`config.mk`:
```
export PLATFORM = sky130hd
export DESIGN_NAME = mc_controller
export DESIGN_NICKNAME = d
export VERILOG_FILES = /design/src/rtl/mc_controller.sv
export SDC_FILE = /design/constraint.sdc
export NUM_CORES = 1
export LEC_CHECK = 0
export BUFFER_PORTS_ARGS = -buffer_cell sky130_fd_sc_hd__buf_2
export CORE_MARGIN = 2
export CORE_UTILIZATION = 50
export CTS_BUF_LIST = sky130_fd_sc_hd__clkbuf_2 sky130_fd_sc_hd__clkbuf_4 sky130_fd_sc_hd__clkbuf_8
export DETAILED_ROUTE_END_ITERATION = 7
export PLACE_DENSITY_LB_ADDON = 0.08
export SYNTH_ARGS = -nofsm -noshare
export SYNTH_HDL_FRONTEND = slang
export SYNTH_SLANG_ARGS = --single-unit
```
`constraint.sdc`:
```
create_clock -name clk -period 2.9 [get_ports clk]
set_input_delay 0.145 -clock clk [delete_from_list [all_inputs] [get_ports clk]]
set_output_delay 0.145 -clock clk [all_outputs]
set_load 0.01 [all_outputs]
```
`src/rtl/mc_controller.sv`:
```
// Multi-cycle MIPS main controller: Moore FSM driving datapath enables/selects per phase.
// Optional build macro MULDIV_EN adds mult/div/mthi/mtlo/mfhi/mflo sequencing through MD_WAIT.
//
// state   | meaning
// FETCH   | instruction read, MEM_WAIT+1 cycles; IR/PC load and op/funct latch in last cycle
// DECODE  | classify latched op/funct; nop and unknown words retire here
// EXEC    | ALU operation, branch/jump resolution, mult/div start
// MEM     | data access, MEM_WAIT+1 cycles; sw writes only in the last cycle
// WB      | register-file write-back
// MD_WAIT | mult/div unit busy
module mc_controller #(
    parameter int ALUCTRL_W  = 5,
    parameter int MEM_WAIT   = 0,
    parameter int CNT_W      = 32,
    parameter int MD_LATENCY = 5
) (
    input  logic                 clk,
    input  logic                 reset,
    input  logic [5:0]           op,
    input  logic [5:0]           funct,
    input  logic                 zero,
    output logic [2:0]           state,
    output logic                 PCWrite,
    output logic [1:0]           PCSrc,
    output logic                 IRWrite,
    output logic                 MemWrite,
    output logic                 RegWrite,
    output logic [1:0]           RegDst,
    output logic [1:0]           MemtoReg,
    output logic [2:0]           ALUSrc,
    output logic [ALUCTRL_W-1:0] ALUControl,
    output logic                 instr_done,
    output logic [CNT_W-1:0]     retired,
    output logic                 md_start,
    output logic [2:0]           md_op
);

    typedef enum logic [2:0] {
        S_FETCH   = 3'd0,
        S_DECODE  = 3'd1,
        S_EXEC    = 3'd2,
        S_MEM     = 3'd3,
        S_WB      = 3'd4,
        S_MD_WAIT = 3'd5
    } state_e;

    typedef enum logic [3:0] {
        I_NONE, I_RALU, I_JR, I_ORI, I_LUI, I_ADDI, I_LW, I_SW,
        I_BEQ, I_J, I_JAL, I_MD, I_MF
    } instr_e;

    localparam int WAIT_MAX = (MEM_WAIT > 2*MD_LATENCY) ? MEM_WAIT : 2*MD_LATENCY;
    localparam int WAIT_W   = (WAIT_MAX < 2) ? 1 : $clog2(WAIT_MAX + 1);
    localparam logic [WAIT_W-1:0] MEM_LAST = WAIT_W'(MEM_WAIT);

    localparam logic [ALUCTRL_W-1:0] ALU_AND = ALUCTRL_W'(0);
    localparam logic [ALUCTRL_W-1:0] ALU_OR  = ALUCTRL_W'(1);
    localparam logic [ALUCTRL_W-1:0] ALU_ADD = ALUCTRL_W'(2);
    localparam logic [ALUCTRL_W-1:0] ALU_SUB = ALUCTRL_W'(6);
    localparam logic [ALUCTRL_W-1:0] ALU_SLT = ALUCTRL_W'(7);
    localparam logic [ALUCTRL_W-1:0] ALU_LUI = ALUCTRL_W'(9);

    state_e              state_q, state_d;
    logic [5:0]          op_q, op_d;
    logic [5:0]          funct_q, funct_d;
    logic [WAIT_W-1:0]   wait_q, wait_d;
    logic [CNT_W-1:0]    retired_q;

    instr_e              instr;
    logic [2:0]          dec_alu_src;
    logic [ALUCTRL_W-1:0] dec_alu_ctrl;

    logic                pc_write, ir_write, mem_write, reg_write, done_c, md_start_c;
    logic [1:0]          pc_src, reg_dst, mem_to_reg;
    logic [2:0]          alu_src, md_op_c;
    logic [ALUCTRL_W-1:0] alu_ctrl;

    always_comb begin
        instr = I_NONE;
        case (op_q)
            6'h00: begin
                case (funct_q)
                    6'h20, 6'h21, 6'h22, 6'h23,
                    6'h24, 6'h25, 6'h2A:          instr = I_RALU;
                    6'h08:                        instr = I_JR;
`ifdef MULDIV_EN
                    6'h18, 6'h19, 6'h1A, 6'h1B,
                    6'h11, 6'h13:                 instr = I_MD;
                    6'h10, 6'h12:                 instr = I_MF;
`endif
                    default:                      instr = I_NONE;
                endcase
            end
            6'h0D:   instr = I_ORI;
            6'h0F:   instr = I_LUI;
            6'h08:   instr = I_ADDI;
            6'h23:   instr = I_LW;
            6'h2B:   instr = I_SW;
            6'h04:   instr = I_BEQ;
            6'h02:   instr = I_J;
            6'h03:   instr = I_JAL;
            default: instr = I_NONE;
        endcase
    end

    always_comb begin
        dec_alu_src  = 3'd0;
        dec_alu_ctrl = ALU_AND;
        case (instr)
            I_RALU: begin
                case (funct_q)
                    6'h22, 6'h23: dec_alu_ctrl = ALU_SUB;
                    6'h24:        dec_alu_ctrl = ALU_AND;
                    6'h25:        dec_alu_ctrl = ALU_OR;
                    6'h2A:        dec_alu_ctrl = ALU_SLT;
                    default:      dec_alu_ctrl = ALU_ADD;
                endcase
            end
            I_ORI:        begin dec_alu_src = 3'd2; dec_alu_ctrl = ALU_OR;  end
            I_LUI:        begin dec_alu_src = 3'd3; dec_alu_ctrl = ALU_LUI; end
            I_ADDI, I_LW,
            I_SW:         begin dec_alu_src = 3'd1; dec_alu_ctrl = ALU_ADD; end
            I_BEQ:        dec_alu_ctrl = ALU_SUB;
            default:      ;
        endcase
    end

`ifdef MULDIV_EN
    logic [2:0]        md_op_dec;
    logic [WAIT_W-1:0] md_last;

    always_comb begin
        md_op_dec = 3'd0;
        md_last   = '0;
        case (funct_q)
            6'h18:   begin md_op_dec = 3'd0; md_last = WAIT_W'(MD_LATENCY - 1);   end
            6'h19:   begin md_op_dec = 3'd1; md_last = WAIT_W'(MD_LATENCY - 1);   end
            6'h1A:   begin md_op_dec = 3'd2; md_last = WAIT_W'(2*MD_LATENCY - 1); end
            6'h1B:   begin md_op_dec = 3'd3; md_last = WAIT_W'(2*MD_LATENCY - 1); end
            6'h11:   md_op_dec = 3'd4;
            6'h13:   md_op_dec = 3'd5;
            default: ;
        endcase
    end
`endif

    always_comb begin
        state_d    = state_q;
        op_d       = op_q;
        funct_d    = funct_q;
        wait_d     = '0;
        pc_write   = 1'b0;
        pc_src     = 2'd0;
        ir_write   = 1'b0;
        mem_write  = 1'b0;
        reg_write  = 1'b0;
        reg_dst    = 2'd0;
        mem_to_reg = 2'd0;
        alu_src    = 3'd0;
        alu_ctrl   = ALU_AND;
        done_c     = 1'b0;
        md_start_c = 1'b0;
        md_op_c    = 3'd0;

        // ALU selects stay stable through the rest of the instruction
        if (state_q == S_EXEC || state_q == S_MEM || state_q == S_WB) begin
            alu_src  = dec_alu_src;
            alu_ctrl = dec_alu_ctrl;
        end

        case (state_q)
            S_FETCH: begin
                if (wait_q == MEM_LAST) begin
                    ir_write = 1'b1;
                    pc_write = 1'b1;
                    op_d     = op;
                    funct_d  = funct;
                    state_d  = S_DECODE;
                end else begin
                    wait_d = wait_q + 1'b1;
                end
            end
            S_DECODE: begin
                if (instr == I_NONE) begin
                    done_c  = 1'b1;
                    state_d = S_FETCH;
                end else begin
                    state_d = S_EXEC;
                end
            end
            S_EXEC: begin
                case (instr)
                    I_LW, I_SW: state_d = S_MEM;
                    I_BEQ: begin
                        pc_write = zero;
                        pc_src   = 2'd1;
                        done_c   = 1'b1;
                        state_d  = S_FETCH;
                    end
                    I_J: begin
                        pc_write = 1'b1;
                        pc_src   = 2'd2;
                        done_c   = 1'b1;
                        state_d  = S_FETCH;
                    end
                    I_JR: begin
                        pc_write = 1'b1;
                        pc_src   = 2'd3;
                        done_c   = 1'b1;
                        state_d  = S_FETCH;
                    end
                    I_JAL: begin
                        // PC still holds PC+4 here, so the link value is written before the jump lands
                        pc_write   = 1'b1;
                        pc_src     = 2'd2;
                        reg_write  = 1'b1;
                        reg_dst    = 2'd2;
                        mem_to_reg = 2'd2;
                        done_c     = 1'b1;
                        state_d    = S_FETCH;
                    end
`ifdef MULDIV_EN
                    I_MD: begin
                        md_start_c = 1'b1;
                        md_op_c    = md_op_dec;
                        state_d    = S_MD_WAIT;
                    end
`endif
                    I_RALU, I_ORI, I_LUI, I_ADDI, I_MF: state_d = S_WB;
                    default: state_d = S_FETCH;
                endcase
            end
            S_MEM: begin
                if (wait_q == MEM_LAST) begin
                    if (instr == I_SW) begin
                        mem_write = 1'b1;
                        done_c    = 1'b1;
                        state_d   = S_FETCH;
                    end else begin
                        state_d = S_WB;
                    end
                end else begin
                    wait_d = wait_q + 1'b1;
                end
            end
            S_WB: begin
                reg_write = 1'b1;
                done_c    = 1'b1;
                state_d   = S_FETCH;
                case (instr)
                    I_RALU:  reg_dst = 2'd1;
                    I_MF:    begin reg_dst = 2'd1; mem_to_reg = 2'd3; end
                    I_LW:    mem_to_reg = 2'd1;
                    default: ;
                endcase
            end
            S_MD_WAIT: begin
`ifdef MULDIV_EN
                md_op_c = md_op_dec;
                if (wait_q == md_last) begin
                    done_c  = 1'b1;
                    state_d = S_FETCH;
                end else begin
                    wait_d = wait_q + 1'b1;
                end
`else
                state_d = S_FETCH;
`endif
            end
            default: state_d = S_FETCH;
        endcase
    end

    always_ff @(posedge clk) begin
        if (reset) begin
            state_q   <= S_FETCH;
            op_q      <= 6'd0;
            funct_q   <= 6'd0;
            wait_q    <= '0;
            retired_q <= '0;
        end else begin
            state_q <= state_d;
            op_q    <= op_d;
            funct_q <= funct_d;
            wait_q  <= wait_d;
            if (done_c) begin
                retired_q <= retired_q + CNT_W'(1);
            end
        end
    end

    // Enables are masked during reset so an aborted instruction never writes
    assign state      = state_q;
    assign PCWrite    = pc_write   & ~reset;
    assign IRWrite    = ir_write   & ~reset;
    assign MemWrite   = mem_write  & ~reset;
    assign RegWrite   = reg_write  & ~reset;
    assign md_start   = md_start_c & ~reset;
    assign instr_done = done_c     & ~reset;
    assign PCSrc      = pc_src;
    assign RegDst     = reg_dst;
    assign MemtoReg   = mem_to_reg;
    assign ALUSrc     = alu_src;
    assign ALUControl = alu_ctrl;
    assign md_op      = md_op_c;
    assign retired    = retired_q;

endmodule

```
---- Word level (Yosys, flattened, before mapping) ----
Cells that the tools add are included.
storage, ports and cells
  flip-flop bits (word level) ............. 51
  bits of input ports ..................... 15
  output and inout bits ................... 58
  logic and storage cells ................. 98
operators by class
  add/sub/neg operators ................... 2
  equality and inequality tests ........... 33
  muxes and demuxes ....................... 32
  bitwise logic cells ..................... 7
  reductions and logical operators ........ 19
operators by type and width
  operator                                                         number
  6-bit == test, second input constant                             9
  4-bit one-hot mux with 9 select lines                            1
  32-bit by 1-bit adder with 32-bit output, second input constant  1
  6-bit by 4-bit == test with 1-bit output, second input constant  4
  3-bit one-hot mux with 4 select lines                            2
  4-bit one-hot mux with 5 select lines                            1
  4-bit by 3-bit == test with 1-bit output, second input constant  4
  4-bit == test, second input constant                             4
  2-bit one-hot mux with 2 select lines                            4
  6-bit by 2-bit == test with 1-bit output, second input constant  2
  3-bit 2-to-1 mux                                                 4
  2-bit one-hot mux with 3 select lines                            2
  2-bit OR reduction                                               5
  1-bit 2-to-1 mux                                                 9
  3-bit OR reduction                                               3
  4-bit by 2-bit == test with 1-bit output, second input constant  2
  4-bit logical NOT                                                2
  7-bit OR reduction                                               1
  3-bit by 2-bit == test with 1-bit output, second input constant  2
  6-bit by 3-bit == test with 1-bit output, second input constant  1
  6-bit logical NOT                                                1
  2-bit 2-to-1 mux                                                 3
  1-bit one-hot mux with 2 select lines                            3
  3-bit one-hot mux with 2 select lines                            1
  15 further kinds                                                 22

---- Longest topological paths before layout ----
Gate-level depths: netlist of run 1.
  word-level depth ........................ 9
  gate-level depth with buffers ........... 11
  depth with buffers taken out ............ 9

---- Least setup slack after synthesis of run 1 ----
Ideal clock, no wire load.
  path type ............................... reg-to-reg
  start ................................... reg op_q[1]
  end ..................................... reg retired_q[1], in the netlist retired[1]
  setup time .............................. 0.128 ns
  arrival ................................. 2.133 ns
  data required time ...................... 2.772 ns
  setup slack ............................. 0.639 ns
  cell stages (with the launch flop) ...... 12
  cells stage by stage .................... dfxtp_1 -> buf_4 -> nand3b_4 -> a21oi_1 -> a31oi_4 -> a221o_1 -> and3_4 -> nor3_4 -> buf_6 -> buf_6 -> mux2i_1 -> nor2_1
on the way
  word-level cells in the longest chain between the ends .. 6
ends and longest elaborated chain
  what                                                                     RTL line  text
  from (decl)                                                              64        logic [5:0] op_q, op_d;
  from (signal assigned)                                                   283       op_q <= op_d;
  6-bit by 2-bit == test with 1-bit output (tied with other cells)         80        case (op_q)
  4-bit one-hot mux with 9 select lines *                                  80
  4-bit == test (tied with other cells)                                    192       case (instr)
  4-bit OR reduction (no source line) or 1-bit 2-to-1 mux (tied branches)  n/a
  1-bit 2-to-1 mux (on tied branches)                                      192, 234
  1-bit one-hot mux with 4 select lines *                                  171       case (state_q)
  to (signal assigned)                                                     287       retired_q <= retired_q + CNT_W'(1);
  to (decl)                                                                67        logic [CNT_W-1:0] retired_q;
Mark *: on every way between the ends. The rest lies on a longest branch, timed or not.
A chain may end at the register's enable or synchronous reset.

---- Worst setup path after layout of run 1 ----
  start ................................... reg op_q[2]
  end ..................................... out instr_done
on the way
  word-level cells in the longest chain between the ends .. 7
ends and longest elaborated chain
  what                                                                     RTL line  text
  6-bit by 2-bit == test with 1-bit output (tied with other cells)         80
  4-bit one-hot mux with 9 select lines *                                  80
  4-bit == test (tied with other cells)                                    192
  4-bit OR reduction (no source line) or 1-bit 2-to-1 mux (tied branches)  n/a
  1-bit 2-to-1 mux (on tied branches)                                      192, 234
  1-bit one-hot mux with 4 select lines *                                  171
  1-bit AND *                                                              299       assign instr_done = done_c & ~reset;
  to (decl)                                                                32        output logic instr_done,
Marked as above.

==> flow_summary.json, run 1 <==
{
  "outcome": "finished, final reports clean",
  "fin_total_pwr_mw": 1.63,
  "synth.ff_latch_count": 51,
  "yosysMostFrequentCell": "dfxtp_1",
  "skew_ps": 9.35,
  "worstPathMaxFanout": 29,
  "grt_pass1_vias": 2576,
  "reg2reg_from": "op_q[4]$_SDFFE_PP0P_",
  "routed_wl_mm": 7.12,
  "hpwl_mm": 5.25,
  "synthAdderAreaFrac_pct": 1.20,
  "setup_tns_ps": 0,
  "crit_start": "op_q[2]$_SDFFE_PP0P_",
  "post_dp_cell_area_um2": 3440,
  "switching_share_pct": 31.1,
  "cts_hold_buf": 0,
  "via_per_inst": 5.71,
  "powerDensity_nw_per_um2": 459,
  "yosysTopAreaCellShare_pct": 32.5,
  "final_cell_area_um2": 3560,
  "grt_antenna_before_repair": 0,
  "pwr-share-seq_pct": 48.5,
  "antenna_cells": 0,
  "setup_viol": 0,
  "die_y_um": 83.2,
  "rsz0062_at_grt": "true",
  "grt_max_degree": 51,
  "p_int_mw": 1.13,
  "crit_type": "reg -> out",
  "start_kind": "flop",
  "synth_compound_area_share_pct": 24.8,
  "slew_viol_final": 0,
  "die_w_um": 83.2,
  "initial_core_util_pct": 52.4,
  "arrival_ps": 2600,
  "met2_usage_pct": 34.5,
  "die-area_um2": 6930,
  "timing.hold.ws_ps": 61.7,
  "muxShareOfSynthArea_pct": 0.319,
  "hold_class": "in -> reg",
  "synth_cells": 389,
  "clock.fmax_mhz": 364,
  "finalCriticalPeriod_ps": 2750,
  "path_clk_slew_ps": 90,
  "finalHoldViolCount": 0,
  "maxCapViolCount": 0,
  "firstDrtPassIters": 4,
  "ios": 73,
  "drt-initial-drc-count": 92,
  "grt_overflow_total": 0,
  "switchingPower_uw": 509,
  "max_slew_margin_pct": 39.3,
  "syn2layout_area_growth_pct": 13.5,
  "ys_seq_area_share_pct": 32.5,
  "synth_edf_count": 0,
  "use_met3_pct": 4.08,
  "final_layout_size_suffix_gt1_share_pct": 24.8,
  "ys_top_cells_by_count": "dfxtp_1, a21oi_1, nand2_1",
  "synth-xor-area-share_pct": 1.67,
  "synth.largest_area_cell": "dfxtp_1",
  "period_share_pct": 94.8,
  "cts_tree": "done",
  "drc": 0,
  "antenna_left": 0,
  "cts_setup_buffers": 0,
  "synth_area_um2": 3140,
  "synth_top_family_by_area": "simple AND/OR/NAND/NOR gates",
  "cp-endpoint": "instr_done",
  "ys.flop_type": "dfxtp_1",
  "endpoint_kind": "primary output",
  "met1_usage_pct": 26.9,
  "reg2reg_slack_ps": 330,
  "clockBufferDepth": 2,
  "numCtsBuffers": 5,
  "synthArstFlopShare_pct": 0,
  "cts_root_buf": "clkbuf_8",
  "reg2reg_depth": 9,
  "grt_pass1_wl_mm": 12.0,
  "rows": 28,
  "grt-busiest-layer": "met2",
  "ys_types": 67,
  "synth.area.top_cells": "dfxtp_1, a21oi_1, nand2_1, nor2_1, buf_6",
  "rr_endpoint": "retired[17]$_SDFFE_PP0P_",
  "dr_total_vias": 2961,
  "design.core.area_um2": 5990,
  "synth_simple_gate_area_share_pct": 30.9,
  "finalNetCount": 461,
  "track_usage_pct": 20.6,
  "tightest_slew_ps": 910,
  "portBuffers": 66,
  "comb_power_share_pct": 20.7,
  "wl_per_cell_um": 13.7,
  "avgSynthCellArea_um2": 8.07,
  "htree_levels": 2,
  "cts_sinks": 51,
  "yosys_warnings": 0,
  "gp_congestion": 0.906,
  "cp.required_ps": 2760,
  "irDropWorstVdd_mv": 0.221,
  "clk_latency_ps": 310,
  "p_leak_nw": 1.43,
  "p_clk_share_pct": 30.8
}
logic make-up (layout without fill, tap and decap cells):
group                      count (synthesis)  count (layout)
and+or+nand+nor                          175             175
muxes                                      1               1
buffers and inverters                     46              96
adders and majority gates                  3               3
DFF                                       51              51
xor gates and xnor gates                   6               6
other                                      1               6
AOI/OAI and AO/OA                        106             106
registers in the layout (all words and copies together) (netlist names):
register	count
op_q	6
retired	32
funct_q	6
state	3
wait_q	4
area by class of cell:
type / count / area (um2)
clock buffers: 5 / 68.8
clock inverters: 3 / 43.8
fillers: 593 / 2430
inverters: 16 / 60.1
multi-input cells: 297 / 1880
flip-flops and latches: 51 / 1030
well taps: 75 / 93.8
repair buffers: 72 / 388
cells in the final DEF, fill, tap and decap left out, types with 3 or more instances in the layout:
master	synthesis	final
a21oi_1	49	49
a31o_1	5	5
a31o_2	3	3
and2_1	5	5
and3_1	11	11
buf_2	4	66
buf_4	7	5
clkbuf_8	0	5
conb_1	1	6
dfxtp_1	51	46
dfxtp_2	0	5
ha_1	3	3
inv_1	16	16
nand2_1	44	44
nand2b_1	6	6
nand3_1	13	13
nand3b_1	3	3
nand4_1	13	13
nand4b_1	3	3
nor2_1	30	30
nor2b_1	4	4
nor3_1	8	8
o21ai_0	3	3
o21ai_1	11	11
o31ai_1	9	9
or3_1	12	12
or4_1	7	7
xnor2_1	4	4
through the flow:
step                setup slack (ps)  util, %  std cells
finish                           151     59.4        519
global placement                 337     57.4        511
CTS                             43.4     59.4        519
floorplan                        639        -        394
detailed placement               290     57.4        511
global route                   -26.1     59.4        519
worst min path at each step:
stage	startpoint	to	slack, ps	cells past startpoint
after detailed placement	op[3]	op_q[3]$_SDFFE_PP0P_	390	3
after global routing	op[0]	op_q[0]$_SDFFE_PP0P_	50	3
after CTS	op[3]	op_q[3]$_SDFFE_PP0P_	60	3
after global placement	funct[3]	funct_q[3]$_SDFFE_PP0P_	390	3
final	op[3]	op_q[3]$_SDFFE_PP0P_	60	3
after floorplan	op[3]	op_q[3]$_SDFFE_PP0P_	280	2
power by group through the flow:
stage	logic, mW	registers, mW	clock network [mW]
6_report	0.338	0.793	0.504
3_5_place_dp	0.337	0.806	0
4_1_cts	0.338	0.791	0.520
3_3_place_gp	0.334	0.806	0
5_1_grt	0.375	0.801	0.549
2_1_floorplan	0.309	0.773	0
critical path, cell delays in order, from the launching register on:
cell and delay [ps]:
dfxtp_2 460, or2b_1 280, a21oi_1 240, a31oi_4 70, a221o_1 440, and3_4 190
nor3_4 200, buf_12 180, nor2_1 50, buf_2 170
metal layers:
| metal | wire length (um) | part of all wire, % | up-vias |
|---|---|---|---|
| met5 | 0 | 0 | - |
| li1 | - | - | 1508 |
| met1 | 3300 | 46 | 1366 |
| met3 | 305 | 4.3 | 11 |
| met2 | 3370 | 47 | 76 |
| met4 | 142 | 2.0 | 0 |
timing repair:
item	in CTS	in global routing
gates resized for setup	2	4
cloned	0	0
setup endpoints to repair	1	2
Note: power is estimated with default switching activity, not from simulation.
==> inputs of run 2 (changes only) <==
Settings changed: CORE_UTILIZATION 50 to 40.
==> run 2 against run 1 <==
Net effect: power increased by 6.0%; sequential power shrank 0.5%; global-route usage shrank 2.3 points; sequential share of layout area down 0.58 points; utilization shrank 12 points; cell area is 2.0% higher; non-clock buffer count is 2 higher; worst setup slack got worse by 5.4 ps; sequential cell count stayed put; highest routed layer unchanged.
==> flow_summary.json, run 2 (same netlist as run 1, synthesis figures left out) <==
{
  "finalCriticalPeriod_ps": 2750,
  "grt_max_degree": 34,
  "p_int_mw": 1.21,
  "reg2reg_depth": 9,
  "post_dp_cell_area_um2": 3490,
  "clockBufferDepth": 2,
  "dr_total_vias": 2990,
  "tightest_slew_ps": 647,
  "crit_path_top_delay_cell": "dfxtp_2",
  "final_layout_size_suffix_gt1_share_pct": 25.1,
  "grt_pass1_wl_mm": 12.9,
  "comb_power_share_pct": 19.9,
  "finalHoldViolCount": 0,
  "rsz0062_at_grt": "false",
  "clock.fmax_mhz": 363,
  "die_y_um": 92.6,
  "skew_ps": 6.52,
  "design.core.area_um2": 7650,
  "cts_tree": "done",
  "initial_core_util_pct": 41.0,
  "drc": 0,
  "routed_wl_mm": 7.72,
  "layout_commonest_cell": "buf_2",
  "path_clk_slew_ps": 100,
  "grt_overflow_total": 0,
  "setup_ws_ps": 146,
  "final_cell_area_um2": 3630,
  "cts_root_buf": "clkbuf_8",
  "p_leak_nw": 1.45,
  "grt_pass1_vias": 2685,
  "slew_viol_final": 0,
  "clk_latency_ps": 310,
  "powerDensity_nw_per_um2": 477,
  "largest_reg_flops": 32,
  "place_inst": 540,
  "crit_type": "reg -> out",
  "pwr-share-seq_pct": 45.6,
  "finalNetCount": 463,
  "max_stage_delay_ps": 480,
  "rows": 32,
  "cp.required_ps": 2760,
  "grt_antenna_before_repair": 0,
  "hold_class": "in -> reg",
  "switchingPower_uw": 517,
  "hpwl_mm": 5.76,
  "gp_congestion": 0.875,
  "switching_share_pct": 29.9,
  "start_kind": "flop",
  "cts_sinks": 51,
  "htree_levels": 2,
  "irDropWorstVdd_mv": 0.298,
  "final_cell_mix": "buf_2, a21oi_1, dfxtp_1, nand2_1, nor2_1",
  "worstPathMaxFanout": 29,
  "fin_cells": 548,
  "portBuffers": 66,
  "track_usage_pct": 18.2,
  "arrival_ps": 2610,
  "firstDrtPassIters": 4,
  "numCtsBuffers": 5,
  "die_w_um": 92.6,
  "antenna_cells": 0,
  "ios": 73,
  "period_share_pct": 95.0,
  "antenna_left": 0,
  "endpoint_kind": "primary output",
  "die-area_um2": 8570,
  "via_per_inst": 5.46,
  "p_clk_share_pct": 34.5,
  "outcome": "finished, final reports clean",
  "wl_per_cell_um": 14.1,
  "setup_viol": 0,
  "drt-initial-drc-count": 78,
  "path_cells": "or2b_1 -> a21oi_1 -> a31oi_4 -> a221o_1 -> and3_4 -> nor3_4 -> buf_12 -> nor2_1 -> buf_2",
  "fill_cells": 789,
  "max_slew_margin_pct": 56.9,
  "dp_slack_ps": 256,
  "maxCapViolCount": 0,
  "hold_depth": 3,
  "setup_tns_ps": 0,
  "syn2layout_area_growth_pct": 15.8
}
## run 2: cell types whose count changed in the layout (fill, tap and decap cells not counted)
cell        previous run  this run
bufinv_16              1         2
clkinv_4               1         0
clkinvlp_4             0         1
buf_4                  5         7
clkinv_2               1         0
## run 2: worst paths after layout
kind,startpoint,end,slack (ps)
worst max register to register,op_q[4]$_SDFFE_PP0P_,retired[15]$_SDFFE_PP0P_,370
worst min register to register,wait_q[0]$_SDFF_PP0_,wait_q[0]$_SDFF_PP0_,470
worst min-delay path,op[0],op_q[0]$_SDFFE_PP0P_,50
worst max-delay path,op_q[2]$_SDFFE_PP0P_,instr_done,150
## run 2: what timing repair did
| item | 4_1_cts | 5_1_grt |
|---|---|---|
| buffers inserted | 0 | 0 |
| gates resized for setup | 1 | 5 |
| endpoints found under the setup margin | 1 | 2 |
| hold buffers | 0 | 0 |
## run 2: power by group through the flow
stage / clock [mW] / sequential [mW] / combinational (mW)
detailed placement: 0 / 0.804 / 0.345
floorplan: 0 / 0.773 / 0.309
finish: 0.598 / 0.789 / 0.345
CTS: 0.616 / 0.787 / 0.347
global route: 0.641 / 0.796 / 0.384
global placement: 0 / 0.803 / 0.343
## run 2: area by class of cell
| class | instances | area (um2) | area share, % |
|---|---|---|---|
| Multi-Input combinational cell | 297 | 1880 | 51.7 |
| Sequential cell | 51 | 1030 | 28.3 |
| Timing Repair Buffer | 74 | 403 | 11.1 |
| Tap cell | 102 | 128 | 3.51 |
| Clock buffer | 5 | 68.8 | 1.89 |
| Clock inverter | 3 | 67.6 | 1.86 |
| Inverter | 16 | 60.1 | 1.65 |
## run 2: critical path: cells and delay by family, from the launching register on
kind | cells | cell delay, ps
buf+inv | 2 | 330
compound gates | 3 | 760
flops | 1 | 480
simple gates | 4 | 720
## run 2: routing by layer
metal | wire, um | GRT usage [%]
met1 | 3690 | 24.7
met3 | 321 | 3.58
met5 | 0 | 0
met4 | 68 | 4.23
met2 | 3640 | 30.0
## run 2: metrics by stage
stage	util [%]	total power, mW	hold WS (ps)
final	47.5	1.73	53.3
after global routing	47.5	1.82	49.7
after CTS	47.4	1.75	54.4
after detailed placement	45.6	1.15	392
after global placement	45.6	1.15	385
after floorplan	-	1.08	281
==> inputs of run 3 (changes only) <==
Clock period 2.9 ns to 3 ns, I/O delays scaled along.
==> run 3 against run 2 <==
Net effect: routed wire length is 0.31% lower; power is 7.7% lower; largest cell class unchanged; register-to-register slack hardly changed; worst setup slack better by 87 ps; cell area is 1.0% lower; largest power group unchanged; critical endpoint unchanged; utilization is 0.47 points lower; highest routed layer unchanged; sequential share of layout area is 0.22 points higher.
==> flow_summary.json, run 3 (same netlist as run 1, synthesis figures left out) <==
{
  "outcome": "finished, final reports clean",
  "crit_path_top_delay_cell": "dfxtp_2",
  "routed_wl_mm": 7.69,
  "reg2reg_depth": 8,
  "grt_max_degree": 51,
  "via_per_inst": 5.41,
  "post_dp_cell_area_um2": 3470,
  "rsz0062_at_grt": "false",
  "dr_total_vias": 2955,
  "fin_cells": 546,
  "die_w_um": 92.6,
  "final_cell_mix": "buf_2, a21oi_1, dfxtp_1, nand2_1, nor2_1",
  "grt_pass1_wl_mm": 12.9,
  "path_cells": "or2b_1 -> a21oi_1 -> a31oi_4 -> a221o_1 -> and3_4 -> nor3_4 -> buf_12 -> nor2_1 -> buf_2",
  "antenna_left": 0,
  "maxCapViolCount": 0,
  "min-delay-start": "op[3]",
  "path_clk_slew_ps": 100,
  "drt-initial-drc-count": 101,
  "worstPathMaxFanout": 29,
  "ios": 73,
  "reg2reg_from": "op_q[3]$_SDFFE_PP0P_",
  "grt_overflow_total": 0,
  "hold_class": "in -> reg",
  "powerDensity_nw_per_um2": 445,
  "finalHoldViolCount": 0,
  "largest_reg_flops": 32,
  "finalNetCount": 461,
  "p_clk_share_pct": 31.4,
  "hpwl_mm": 5.53,
  "p_int_mw": 1.11,
  "switching_share_pct": 30.6,
  "setup_tns_ps": 0,
  "fin_util_pct": 47.0,
  "grt_pass1_vias": 2626,
  "fill_cells": 819,
  "portBuffers": 66,
  "irDropWorstVdd_mv": 0.224,
  "cts_tree": "done",
  "die-area_um2": 8570,
  "arrival_ps": 2620,
  "hold_depth": 3,
  "cts_sinks": 51,
  "antenna_cells": 0,
  "die_y_um": 92.6,
  "initial_core_util_pct": 41.0,
  "finalCriticalPeriod_ps": 2770,
  "start_kind": "flop",
  "grt_antenna_before_repair": 0,
  "cts_root_buf": "clkbuf_8",
  "rr_endpoint": "retired[22]$_SDFFE_PP0P_",
  "drc": 0,
  "switchingPower_uw": 489,
  "setup_ws_ps": 233,
  "wl_per_cell_um": 14.1,
  "clk_latency_ps": 310,
  "design.core.area_um2": 7650,
  "clockBufferDepth": 2,
  "tightest_slew_ps": 981,
  "p_leak_nw": 1.43,
  "gp_congestion": 0.860,
  "slew_viol_final": 0,
  "pwr-share-seq_pct": 47.8,
  "max_slew_margin_pct": 34.6,
  "place_inst": 538,
  "crit_type": "reg -> out",
  "endpoint_kind": "primary output",
  "htree_levels": 2,
  "final_cell_area_um2": 3600,
  "setup_viol": 0,
  "numCtsBuffers": 5,
  "skew_ps": 13.7,
  "syn2layout_area_growth_pct": 14.6,
  "clock.fmax_mhz": 361,
  "dp_slack_ps": 250,
  "final_layout_size_suffix_gt1_share_pct": 24.3,
  "track_usage_pct": 18.4,
  "cp.required_ps": 2850,
  "reg2reg_slack_ps": 370,
  "period_share_pct": 92.2,
  "rows": 32,
  "cts_setup_buffers": 0,
  "layout_commonest_cell": "buf_2",
  "max_stage_delay_ps": 450,
  "firstDrtPassIters": 4,
  "hold_path_end": "op_q[3]$_SDFFE_PP0P_",
  "comb_power_share_pct": 20.8
}
[run 3: layout make-up]
class                   count  area, um2  share of cell area [%]
clock buffers               6       82.6                    2.30
flip-flops and latches     51       1020                    28.5
multi-input cells         297       1880                    52.2
well taps                 102        128                    3.55
inverters                  16       60.1                    1.67
repair buffers             72        388                    10.8
clock inverters             2       35.0                   0.974
[run 3: power by group through the flow]
stage	Sequential, mW	Combinational (mW)	Clock [mW]
after global placement	0.778	0.329	0
after floorplan	0.747	0.299	0
after detailed placement	0.778	0.331	0
after CTS	0.762	0.333	0.524
after global routing	0.771	0.372	0.548
final	0.765	0.333	0.502
[run 3: metrics by stage]
step / power [mW] / hold slack (ps)
2_1_floorplan: 1.05 / 286
3_3_place_gp: 1.11 / 390
4_1_cts: 1.62 / 61.9
5_1_grt: 1.69 / 76.8
6_report: 1.60 / 67.6
3_5_place_dp: 1.11 / 396
[run 3: metal layers]
metal / track usage (%) / up-vias / wire, um / share of wire (%)
met2: 29.0 / 76 / 3510 / 46
li1: - / 1501 / - / -
met5: 0 / - / 0 / 0
met4: 4.48 / 0 / 96 / 1.2
met3: 3.34 / 8 / 341 / 4.4
met1: 26.2 / 1370 / 3740 / 49
[run 3: worst max-delay path by stage]
| stage | slack, ps | endpoint | from | cells after the start |
|---|---|---|---|---|
| floorplan | 740 | retired[1]$_SDFFE_PP0P_ | op_q[1]$_SDFFE_PP0P_ | 11 |
| global placement | 310 | retired[20]$_SDFFE_PP0P_ | op_q[1]$_SDFFE_PP0P_ | 7 |
| detailed placement | 250 | retired[20]$_SDFFE_PP0P_ | op_q[1]$_SDFFE_PP0P_ | 7 |
| CTS | 60 | instr_done | op_q[5]$_SDFFE_PP0P_ | 9 |
| global route | 70 | instr_done | op_q[0]$_SDFFE_PP0P_ | 9 |
| finish | 230 | instr_done | op_q[2]$_SDFFE_PP0P_ | 9 |
[run 3: worst max-delay path, delay by kind of cell, from the launching register on]
family          cells  cell delay [ps]
flops               1              450
buf+inv             2              360
simple gates        4              720
compound gates      3              760
[run 3: repair_timing]
action | in CTS | in global routing
endpoints found under the setup margin | 0 | 7
resized for setup | 0 | 4
hold buffers | 0 | 0
